===== config.mk =====
export PLATFORM = sky130hd
export DESIGN_NAME = lane_deskew_receiver
export DESIGN_NICKNAME = d
export VERILOG_FILES = /design/src/rtl/lane_rx_pkg.sv /design/src/rtl/lane_deskew_fifo.sv /design/src/rtl/lane_deskew_receiver.sv
export SDC_FILE = /design/constraint.sdc
export NUM_CORES = 1
export LEC_CHECK = 0
export ABC_AREA = 1
export CAP_MARGIN = 25
export CORE_MARGIN = 2
export CORE_UTILIZATION = 43
export CTS_BUF_LIST = sky130_fd_sc_hd__clkbuf_8
export DETAILED_ROUTE_END_ITERATION = 10
export SLEW_MARGIN = 5
export SYNTH_ARGS = -nofsm -noshare
export SYNTH_HDL_FRONTEND = slang
export SYNTH_SLANG_ARGS = --single-unit

===== constraint.sdc =====
create_clock -name clk -period 3.8 [get_ports clk]
set_clock_uncertainty 0.15 [all_clocks]
set_input_delay 0.95 -clock clk [delete_from_list [all_inputs] [get_ports clk]]
set_output_delay 0.95 -clock clk [all_outputs]
set_load 0.02 [all_outputs]

===== src/rtl/lane_rx_pkg.sv =====
// Shared marker defaults, state encoding and tag layout for the lane deskew receiver.
package lane_rx_pkg;

  localparam logic [23:0] FRAME0_DEFAULT    = 24'hAA8D55;
  localparam logic [23:0] FRAME1_DEFAULT    = 24'hAAB155;
  localparam logic [11:0] LINE_MARK_DEFAULT = 12'h555;

  localparam logic [1:0] ST_HUNT    = 2'd0;
  localparam logic [1:0] ST_GATHER  = 2'd1;
  localparam logic [1:0] ST_ALIGNED = 2'd2;

  localparam int TAG_W = 3;

  typedef struct packed {
    logic frm;
    logic odd;
    logic line;
  } tag_t;

endpackage


===== src/rtl/lane_deskew_fifo.sv =====
// Per-lane deskew FIFO: synchronous, combinational read port, flush clears both pointers.
module lane_deskew_fifo #(
  parameter int ENTRY_W = 9,
  parameter int DEPTH   = 8
) (
  input  logic               clk,
  input  logic               rst,
  input  logic               flush,
  input  logic               wr_en,
  input  logic [ENTRY_W-1:0] wr_data,
  input  logic               rd_en,
  output logic [ENTRY_W-1:0] rd_data,
  output logic               full,
  output logic               empty
);

  localparam int AW = $clog2(DEPTH);

  logic [AW:0]        wr_ptr;
  logic [AW:0]        rd_ptr;
  logic [ENTRY_W-1:0] mem [DEPTH];
  logic               do_wr;
  logic               do_rd;

  assign empty   = (wr_ptr == rd_ptr);
  assign full    = (wr_ptr[AW] != rd_ptr[AW]) && (wr_ptr[AW-1:0] == rd_ptr[AW-1:0]);
  assign rd_data = mem[rd_ptr[AW-1:0]];

  // A full FIFO still accepts a write when the same cycle pops the oldest entry.
  assign do_wr = wr_en && (!full || rd_en);
  assign do_rd = rd_en && !empty;

  always_ff @(posedge clk) begin
    if (rst || flush) begin
      wr_ptr <= '0;
      rd_ptr <= '0;
    end else begin
      if (do_wr) wr_ptr <= wr_ptr + 1'b1;
      if (do_rd) rd_ptr <= rd_ptr + 1'b1;
    end
  end

  always_ff @(posedge clk) begin
    if (do_wr) mem[wr_ptr[AW-1:0]] <= wr_data;
  end

endmodule


===== src/rtl/lane_deskew_receiver.sv =====
// Multi-lane receive front end: hunts frame/line markers per lane, deskews lanes
// through per-lane FIFOs and emits one lane-aligned word bus with frame/line tags.
module lane_deskew_receiver
  import lane_rx_pkg::*;
#(
  parameter int                  NUM_LANES  = 4,
  parameter int                  DATA_W     = 6,
  parameter int                  FRAME_W    = 24,
  parameter logic [FRAME_W-1:0]  FRAME0     = FRAME0_DEFAULT,
  parameter logic [FRAME_W-1:0]  FRAME1     = FRAME1_DEFAULT,
  parameter int                  LINE_W     = 12,
  parameter logic [LINE_W-1:0]   LINE_MARK  = LINE_MARK_DEFAULT,
  parameter int                  SKEW_DEPTH = 8
) (
  input  logic                        clk,
  input  logic                        rst,
  input  logic [NUM_LANES*DATA_W-1:0] lane_din,
  output logic [NUM_LANES*DATA_W-1:0] out_data,
  output logic                        out_valid,
  output logic                        out_frame_start,
  output logic                        out_frame_odd,
  output logic                        out_line_start,
  output logic [NUM_LANES-1:0]        lane_locked,
  output logic                        aligned,
  output logic                        align_err
);

  localparam int BUS_W   = NUM_LANES * DATA_W;
  localparam int ENTRY_W = DATA_W + TAG_W;
  localparam int SKEW_W  = $clog2(SKEW_DEPTH);

  logic [BUS_W-1:0]           in_p0;
  logic [NUM_LANES-1:0]       frm_hit;
  logic [NUM_LANES-1:0]       odd_hit;
  logic [NUM_LANES-1:0]       line_hit;
  logic [NUM_LANES-1:0]       fifo_full;
  logic [NUM_LANES-1:0]       fifo_empty;
  logic [BUS_W-1:0]           rd_data;
  tag_t [NUM_LANES-1:0]       rd_tag;
  logic [1:0]                 state;
  logic [SKEW_W-1:0]          skew_cnt;
  logic                       rd_armed;
  logic                       pop;
  logic                       all_locked;
  logic                       timeout;
  logic                       fifo_fault;
  logic                       tag_mismatch;
  logic                       err_now;
  logic                       emit;

  // Stage p0: input register
  always_ff @(posedge clk) begin
    in_p0 <= lane_din;
  end

  for (genvar i = 0; i < NUM_LANES; i++) begin : g_lane
    logic [DATA_W-1:0]  word;
    logic [FRAME_W-1:0] hist;
    logic [FRAME_W-1:0] hist_next;
    tag_t               pend;
    logic [ENTRY_W-1:0] rd_entry;

    assign word        = in_p0[i*DATA_W +: DATA_W];
    assign hist_next   = FRAME_W'({hist, word});
    assign odd_hit[i]  = (hist_next == FRAME1);
    assign frm_hit[i]  = (hist_next == FRAME0) || odd_hit[i];
    assign line_hit[i] = (hist_next[LINE_W-1:0] == LINE_MARK);

    // The word now in in_p0 carries the hit found on the word before it.
    always_ff @(posedge clk) begin
      if (rst) begin
        hist <= '0;
        pend <= '0;
      end else begin
        hist <= hist_next;
        pend <= {frm_hit[i], odd_hit[i], line_hit[i] && !frm_hit[i]};
      end
    end

    lane_deskew_fifo #(
      .ENTRY_W (ENTRY_W),
      .DEPTH   (SKEW_DEPTH)
    ) u_fifo (
      .clk     (clk),
      .rst     (rst),
      .flush   (err_now),
      .wr_en   (lane_locked[i]),
      .wr_data ({word, pend}),
      .rd_en   (pop),
      .rd_data (rd_entry),
      .full    (fifo_full[i]),
      .empty   (fifo_empty[i])
    );

    assign rd_data[i*DATA_W +: DATA_W] = rd_entry[ENTRY_W-1:TAG_W];
    assign rd_tag[i]                   = rd_entry[TAG_W-1:0];
  end

  always_comb begin
    tag_mismatch = 1'b0;
    for (int i = 1; i < NUM_LANES; i++) begin
      if (rd_tag[i] != rd_tag[0]) tag_mismatch = 1'b1;
    end
  end

  // Reads begin one cycle after entering ALIGNED so the latest lane holds one entry.
  assign aligned    = (state == ST_ALIGNED);
  assign pop        = aligned && rd_armed;
  assign all_locked = &(lane_locked | frm_hit);
  assign timeout    = (state == ST_GATHER) && (skew_cnt == SKEW_W'(SKEW_DEPTH - 1));
  assign fifo_fault = (pop && |fifo_empty) || (!pop && |(fifo_full & lane_locked));
  assign err_now    = timeout || fifo_fault || (pop && tag_mismatch);
  assign emit       = pop && !err_now;

  always_ff @(posedge clk) begin
    if (rst) begin
      state       <= ST_HUNT;
      lane_locked <= '0;
      skew_cnt    <= '0;
      rd_armed    <= 1'b0;
      align_err   <= 1'b0;
    end else begin
      align_err <= err_now;
      if (err_now) begin
        state       <= ST_HUNT;
        lane_locked <= '0;
        rd_armed    <= 1'b0;
      end else begin
        case (state)
          ST_HUNT: begin
            if (|frm_hit) begin
              lane_locked <= frm_hit;
              skew_cnt    <= '0;
              state       <= (&frm_hit) ? ST_ALIGNED : ST_GATHER;
            end
          end
          ST_GATHER: begin
            lane_locked <= lane_locked | frm_hit;
            skew_cnt    <= skew_cnt + 1'b1;
            if (all_locked) state <= ST_ALIGNED;
          end
          ST_ALIGNED: rd_armed <= 1'b1;
          default:    state <= ST_HUNT;
        endcase
      end
    end
  end

  // Stage p1: registered read of the popped lane words
  always_ff @(posedge clk) begin
    if (rst) begin
      out_data        <= '0;
      out_valid       <= 1'b0;
      out_frame_start <= 1'b0;
      out_frame_odd   <= 1'b0;
      out_line_start  <= 1'b0;
    end else begin
      out_valid       <= emit;
      out_frame_start <= emit && rd_tag[0].frm;
      out_line_start  <= emit && rd_tag[0].line;
      if (emit) out_data <= rd_data;
      if (emit && rd_tag[0].frm) out_frame_odd <= rd_tag[0].odd;
    end
  end

endmodule


# Word-level counts from Yosys, hierarchy flattened
# Memories as Yosys holds them, arrays and structs flattened. A register that Yosys moved wholly into a read port is not among the register bits.
# Cells that the tools add are included.
# op_classes
n_addsub,9
n_eq_ne,32
muxes,27
n_bitwise,4
reduce_logical,61
# ops
operator,n
== test 24 bit (second input constant),8
== test 12 x 11 -> 1 bit (second input constant),4
adder 4 x 1 -> 4 bit (second input constant),8
2-to-1 mux 3 bit,9
logical AND 1 bit,24
== test 4 bit,4
zero test 1 bit,14
== test 3 bit,4
logical OR 1 bit,12
OR reduction 4 bit,3
2-to-1 mux 1 bit,11
!= test 3 bit,3
case mux 4 bit (2 select lines),1
AND reduction 4 bit,2
2-to-1 mux 2 bit,3
case mux 2 bit (3 select lines),1
case mux 3 bit (2 select lines),1
AND reduction 3 bit,2
bitwise AND 4 bit,1
2-to-1 mux 4 bit,1
!= test 1 bit,4
!= test 2 bit (second input constant),2
bitwise OR 4 bit,1
adder 3 x 1 -> 3 bit (second input constant),1
other kinds (8),9
# word_totals
reg_bits,179
mem_bits_rw,288
input_bits,26
out_inout_bits,34
wordCells,172
mem_count,4
# mem_list
memory,words,width,rd,rd_ports_with_merged_regs,wr,line_no,source
g_lane[0].u_fifo.mem,8,9,1,1,1,lane_deskew_fifo.sv:21,logic [ENTRY_W-1:0] mem [DEPTH];
g_lane[1].u_fifo.mem,8,9,1,1,1,lane_deskew_fifo.sv:21,
g_lane[2].u_fifo.mem,8,9,1,1,1,lane_deskew_fifo.sv:21,
g_lane[3].u_fifo.mem,8,9,1,1,1,lane_deskew_fifo.sv:21,

# Depth between registers and ports, before layout
# logic_depth
word_depth,11
ltp_mapped,18
depth_no_buf,17

# Modules after synthesis
# Synthesis repeated with hierarchy kept, for this count alone.
# unflattened
hier_cells,1819
area_unflattened_um2,18612.9
# modules_own_cells
mod,instances,cells_per_inst,area_per_inst_um2,seq_area_each_um2
lane_deskew_fifo at g_lane[1].u_fifo ...,2,292,3413.3,2382.3
lane_deskew_receiver,1,633,4973.5,2942.8
lane_deskew_fifo at g_lane[3].u_fifo,1,301,3407.0,2382.3
lane_deskew_fifo at g_lane[0].u_fifo,1,301,3405.8,2382.3

# Worst setup path after synthesis
# OpenSTA, ideal clock, no wires.
# synth_timing
path_type,register to register
start,reg state[1]
end,mem g_lane[3].u_fifo.mem[7][0] (enable)
setup_time_ns,0.391
t_arrival_ns,1.815
required_ns,3.259
path_slack_ns,1.444
path_stages_with_launch,9
period_less_slack_ns,2.356
path_cell_list,dfxtp_1 -> inv_2 -> nor2_4 -> nand2_2 -> nand2_1 -> nand2_1 -> inv_1 -> nand2_1 -> nor3_1
# synth_via
elab_chain_len,6
# synth_rtl
element,line_no,source
from (decl),lane_deskew_receiver.sv:40,logic [1:0] state;
from (signal assigned),lane_deskew_receiver.sv:134,state <= (&frm_hit) ? ST_ALIGNED : ST_GATHER;
== test 2 bit,lane_deskew_receiver.sv:107,assign aligned = (state == ST_ALIGNED);
net aligned,lane_deskew_receiver.sv:24,"output logic aligned,"
logical AND 1 bit,lane_deskew_receiver.sv:108,assign pop = aligned && rd_armed;
logical OR 1 bit,lane_deskew_fifo.sv:30,assign do_wr = wr_en && (!full || rd_en);
logical AND 1 bit,lane_deskew_fifo.sv:30,
2-to-1 mux 1 bit,lane_deskew_fifo.sv:44,if (do_wr) mem[wr_ptr[AW-1:0]] <= wr_data;
2-to-1 mux 1 bit (not written as such),lane_deskew_fifo.sv:44,
to (decl),lane_deskew_fifo.sv:21,
# The timed path passes the listed nets, and every way through them passes these cells.

==> impl_metrics.csv <==
group,metric,value,unit
drt,wirelength,41000,µm
global_routing,grt_pass1_vias,12200,
cts,holdBufCountCts,0,
cts,cts_buffers,77,
worst_setup_path,cp_common_cell,"nand2_1",
yosys,synth_cells,1788,
drt,routedWlPerCell,16.4,µm
drt,routed_via_density,5.00,
sta,drv_slew,0,
sta,finalHoldViolCount,0,
yosys,yosys_warnings,0,
yosys,ys_top_cells_by_area,"edfxtp_1, dfxtp_1, nand2_1",
power,ir_drop,254,µV
sta,worstMarginPinSlew,1.03,ns
worst_setup_path,critical_path_class,"reg -> reg",
yosys,ys_types,41,
die,coreArea,42200,µm²
cells_and_area,final_cell_mix,"edfxtp_1, nand2_1, nor2_1",
cells_and_area,fill_cells,3831,
sta,hold-worst-slack,0.261,ns
cells_and_area,fin_nets,1933,
power,internal_power,0.00812,W
drt,drt_iter0_markers,752,
cts,clock-sinks,479,
yosys,synth_top_flop_cell,"edfxtp_1",
placement,io_buffer_count,59,
worst_setup_path,cp_slowest_stage_delay,0.39,ns
yosys,synth_top_area_frac,0.468,
cts,cts_root_buf,"clkbuf_8",
yosys,syn-num-nets,1824,
power,power_leakage,8.42,nW
drt,vias,12500,
power,power_frac_clock,0.442,
cells_and_area,ff_latch_area,12500,µm²
die,die_y,211,µm
worst_setup_path,cp-end-kind,"flip-flop",
global_routing,overflow,0,
global_routing,grt_pass1_wl,65300,µm
cells_and_area,diodes,0,
cts,cts_setup_buffers,0,
cells_and_area,drive_above_1_share,0.0889,
status,status,"finished clean",
worst_setup_path,cp-start-kind,"flip-flop",
cts,cts_tree,"built",
worst_hold_path,min_path_type,"reg -> reg",
power,power_density,478,nW/µm²
die,rows,75,
power,combPwrFrac,0.011,
die,initial_core_util,0.438,
power,seqPwrFrac,0.548,
drt,dr.pass1.iters,5,
placement,hpwl,25900,µm
worst_setup_path,critPathRequiredTime,4.16,ns
sta,min_period,3.11,ns
sta,rsz0062_at_grt,"false",
yosys,ys_ff_latch,479,
yosys,synth_edf_count,288,
worst_setup_path,critPathMaxFanout,43,
cells_and_area,area_growth,15.1,%
placement,dpl_cell_area,19700,µm²
cts,cts_resized,0,
die,io_pins,60,
sta,max-slew-margin-rel,0.308,
cts,clk_path_buf_depth,3,
drt,drc,0,
yosys,yosysTopAreaCell,"edfxtp_1",
die,die_x,211,µm
cells_and_area,layout_commonest_cell,"edfxtp_1",
yosys,syn_avg_cell_area,10.3,µm²
cells_and_area,multiInputGateArea,4750,µm²
power,p_sw_frac,0.202,
yosys,seq_area_frac_synth,0.675,
cts,clk_pin_slew_worst_paths,0.06,ns
worst_setup_path,crit_chain,"buf_4, inv_1, nand3_1, nand2_1, o21ai_0, nand2_1, nand2_1, nand2_1, nor2_1, nand2_2, a21boi_4, nand2_4, nor3_1",
sta,clock.fmax,0.322,GHz
die,die-area,44700,µm²
global_routing,grt_start_max_net_pins,79,
placement,gp_congestion,0.806,
global_routing,antenna_found_initial,0,
global_routing,track_usage,0.188,
worst_setup_path,cp_slowest_cell,"o21ai_0",
sta,setup_viol,0,
cts,worstSkewPairLatency,0.61,ns
sta,fin_crit_sh,0.817,
sta,setup_tns,0,ns
yosys,async_flop_share,0,
cts,h-tree-depth,3,
flow_run,drv_cap,0,
yosys,synth_area,18500,µm²
power,p_total,0.0102,W
cells_and_area,fin_area,21300,µm²
drt,drtAntennaViolNets,0,
power,p_switching,0.00206,W
worst_setup_path,arrival,3.47,ns
## routing by layer
metal	share of wire	track usage	routed length [µm]
met1	0.44	0.244	18200
met2	0.47	0.310	19400
met3	0.054	0.0359	2210
met4	0.028	0.0767	1130
met5	0	0	0
## cells by family after synthesis
family,Yosys count,share of synthesized area
buffers and inverters,295,0.0679
and+or+nand+nor,718,0.160
adders and majority gates,10,0.00677
DFF,479,0.675
xor gates and xnor gates,19,0.00900
AOI/OAI and AO/OA,267,0.0810
## final timing paths
path,from,endpoint,slack [ns],cells past startpoint
min reg2reg,g_lane[3].hist[9],g_lane[3].hist[15],0.26,2
max reg2reg,flip-flop,g_lane[0].u_fifo.rd_ptr[2],0.69,13
max,flip-flop,g_lane[0].u_fifo.rd_ptr[2],0.69,13
min,g_lane[3].hist[9],g_lane[3].hist[15],0.26,2
## critical path: cells and delay by family, from the launching register on
family / cells / cell delay [ns]
flops: 1 / 0.30
compound gates: 2 / 0.58
buf+inv: 2 / 0.62
simple gates: 9 / 1.36
## cells in the mapped netlist, types with 2 or more instances
| cell | n |
|---|---|
| a21oi_1 | 51 |
| a21oi_2 | 3 |
| a22oi_1 | 3 |
| and3_1 | 2 |
| and3b_1 | 3 |
| buf_1 | 3 |
| buf_2 | 11 |
| buf_4 | 7 |
| buf_6 | 13 |
| clkbuf_1 | 39 |
| dfxtp_1 | 191 |
| edfxtp_1 | 288 |
| ha_1 | 10 |
| inv_1 | 214 |
| inv_2 | 4 |
| inv_4 | 2 |
| nand2_1 | 284 |
| nand2_2 | 2 |
| nand3_1 | 95 |
| nand4_1 | 19 |
| nor2_1 | 283 |
| nor3_1 | 16 |
| nor3_2 | 3 |
| nor4_1 | 5 |
| o21ai_0 | 157 |
| o221ai_1 | 24 |
| o22ai_1 | 24 |
| or2_2 | 2 |
| xnor2_1 | 2 |
| xor2_1 | 17 |
## metrics by stage
| step | util | setup WS (ns) | std cells |
|---|---|---|---|
| floorplan | - | 1.44 | 1788 |
| global placement | 0.465 | 0.670 | 2355 |
| detailed placement | 0.465 | 0.659 | 2356 |
| CTS | 0.504 | 0.676 | 2495 |
| global route | 0.504 | 0.441 | 2496 |
| finish | 0.504 | 0.695 | 2496 |
## power by group through the flow
stage | logic (W) | registers (W) | clock network (W)
floorplan | 0.0000642 | 0.00566 | 0
global placement | 0.000108 | 0.00568 | 0
detailed placement | 0.000111 | 0.00568 | 0
CTS | 0.000111 | 0.00557 | 0.00462
global route | 0.000124 | 0.00558 | 0.00485
finish | 0.000109 | 0.00557 | 0.00449
## state kept, by name (all words and copies together), names as in the netlist, 2 cells and up, named ones only
register,cells
g_lane.u_fifo.mem,288
state,2
g_lane.pend,12
in_p0,24
lane_locked,4
g_lane.u_fifo.rd_ptr,16
skew_cnt,3
out_data,24
g_lane.hist,72
g_lane.u_fifo.wr_ptr,16
## cell type report
class                   instances  area share
well taps                     539      0.0317
inverters                     222      0.0396
clock inverters                39      0.0109
repair buffers                103      0.0432
flip-flops and latches        479       0.586
clock buffers                 100      0.0647
multi-input cells            1014       0.223
Note: power is estimated with default switching activity, not from simulation.
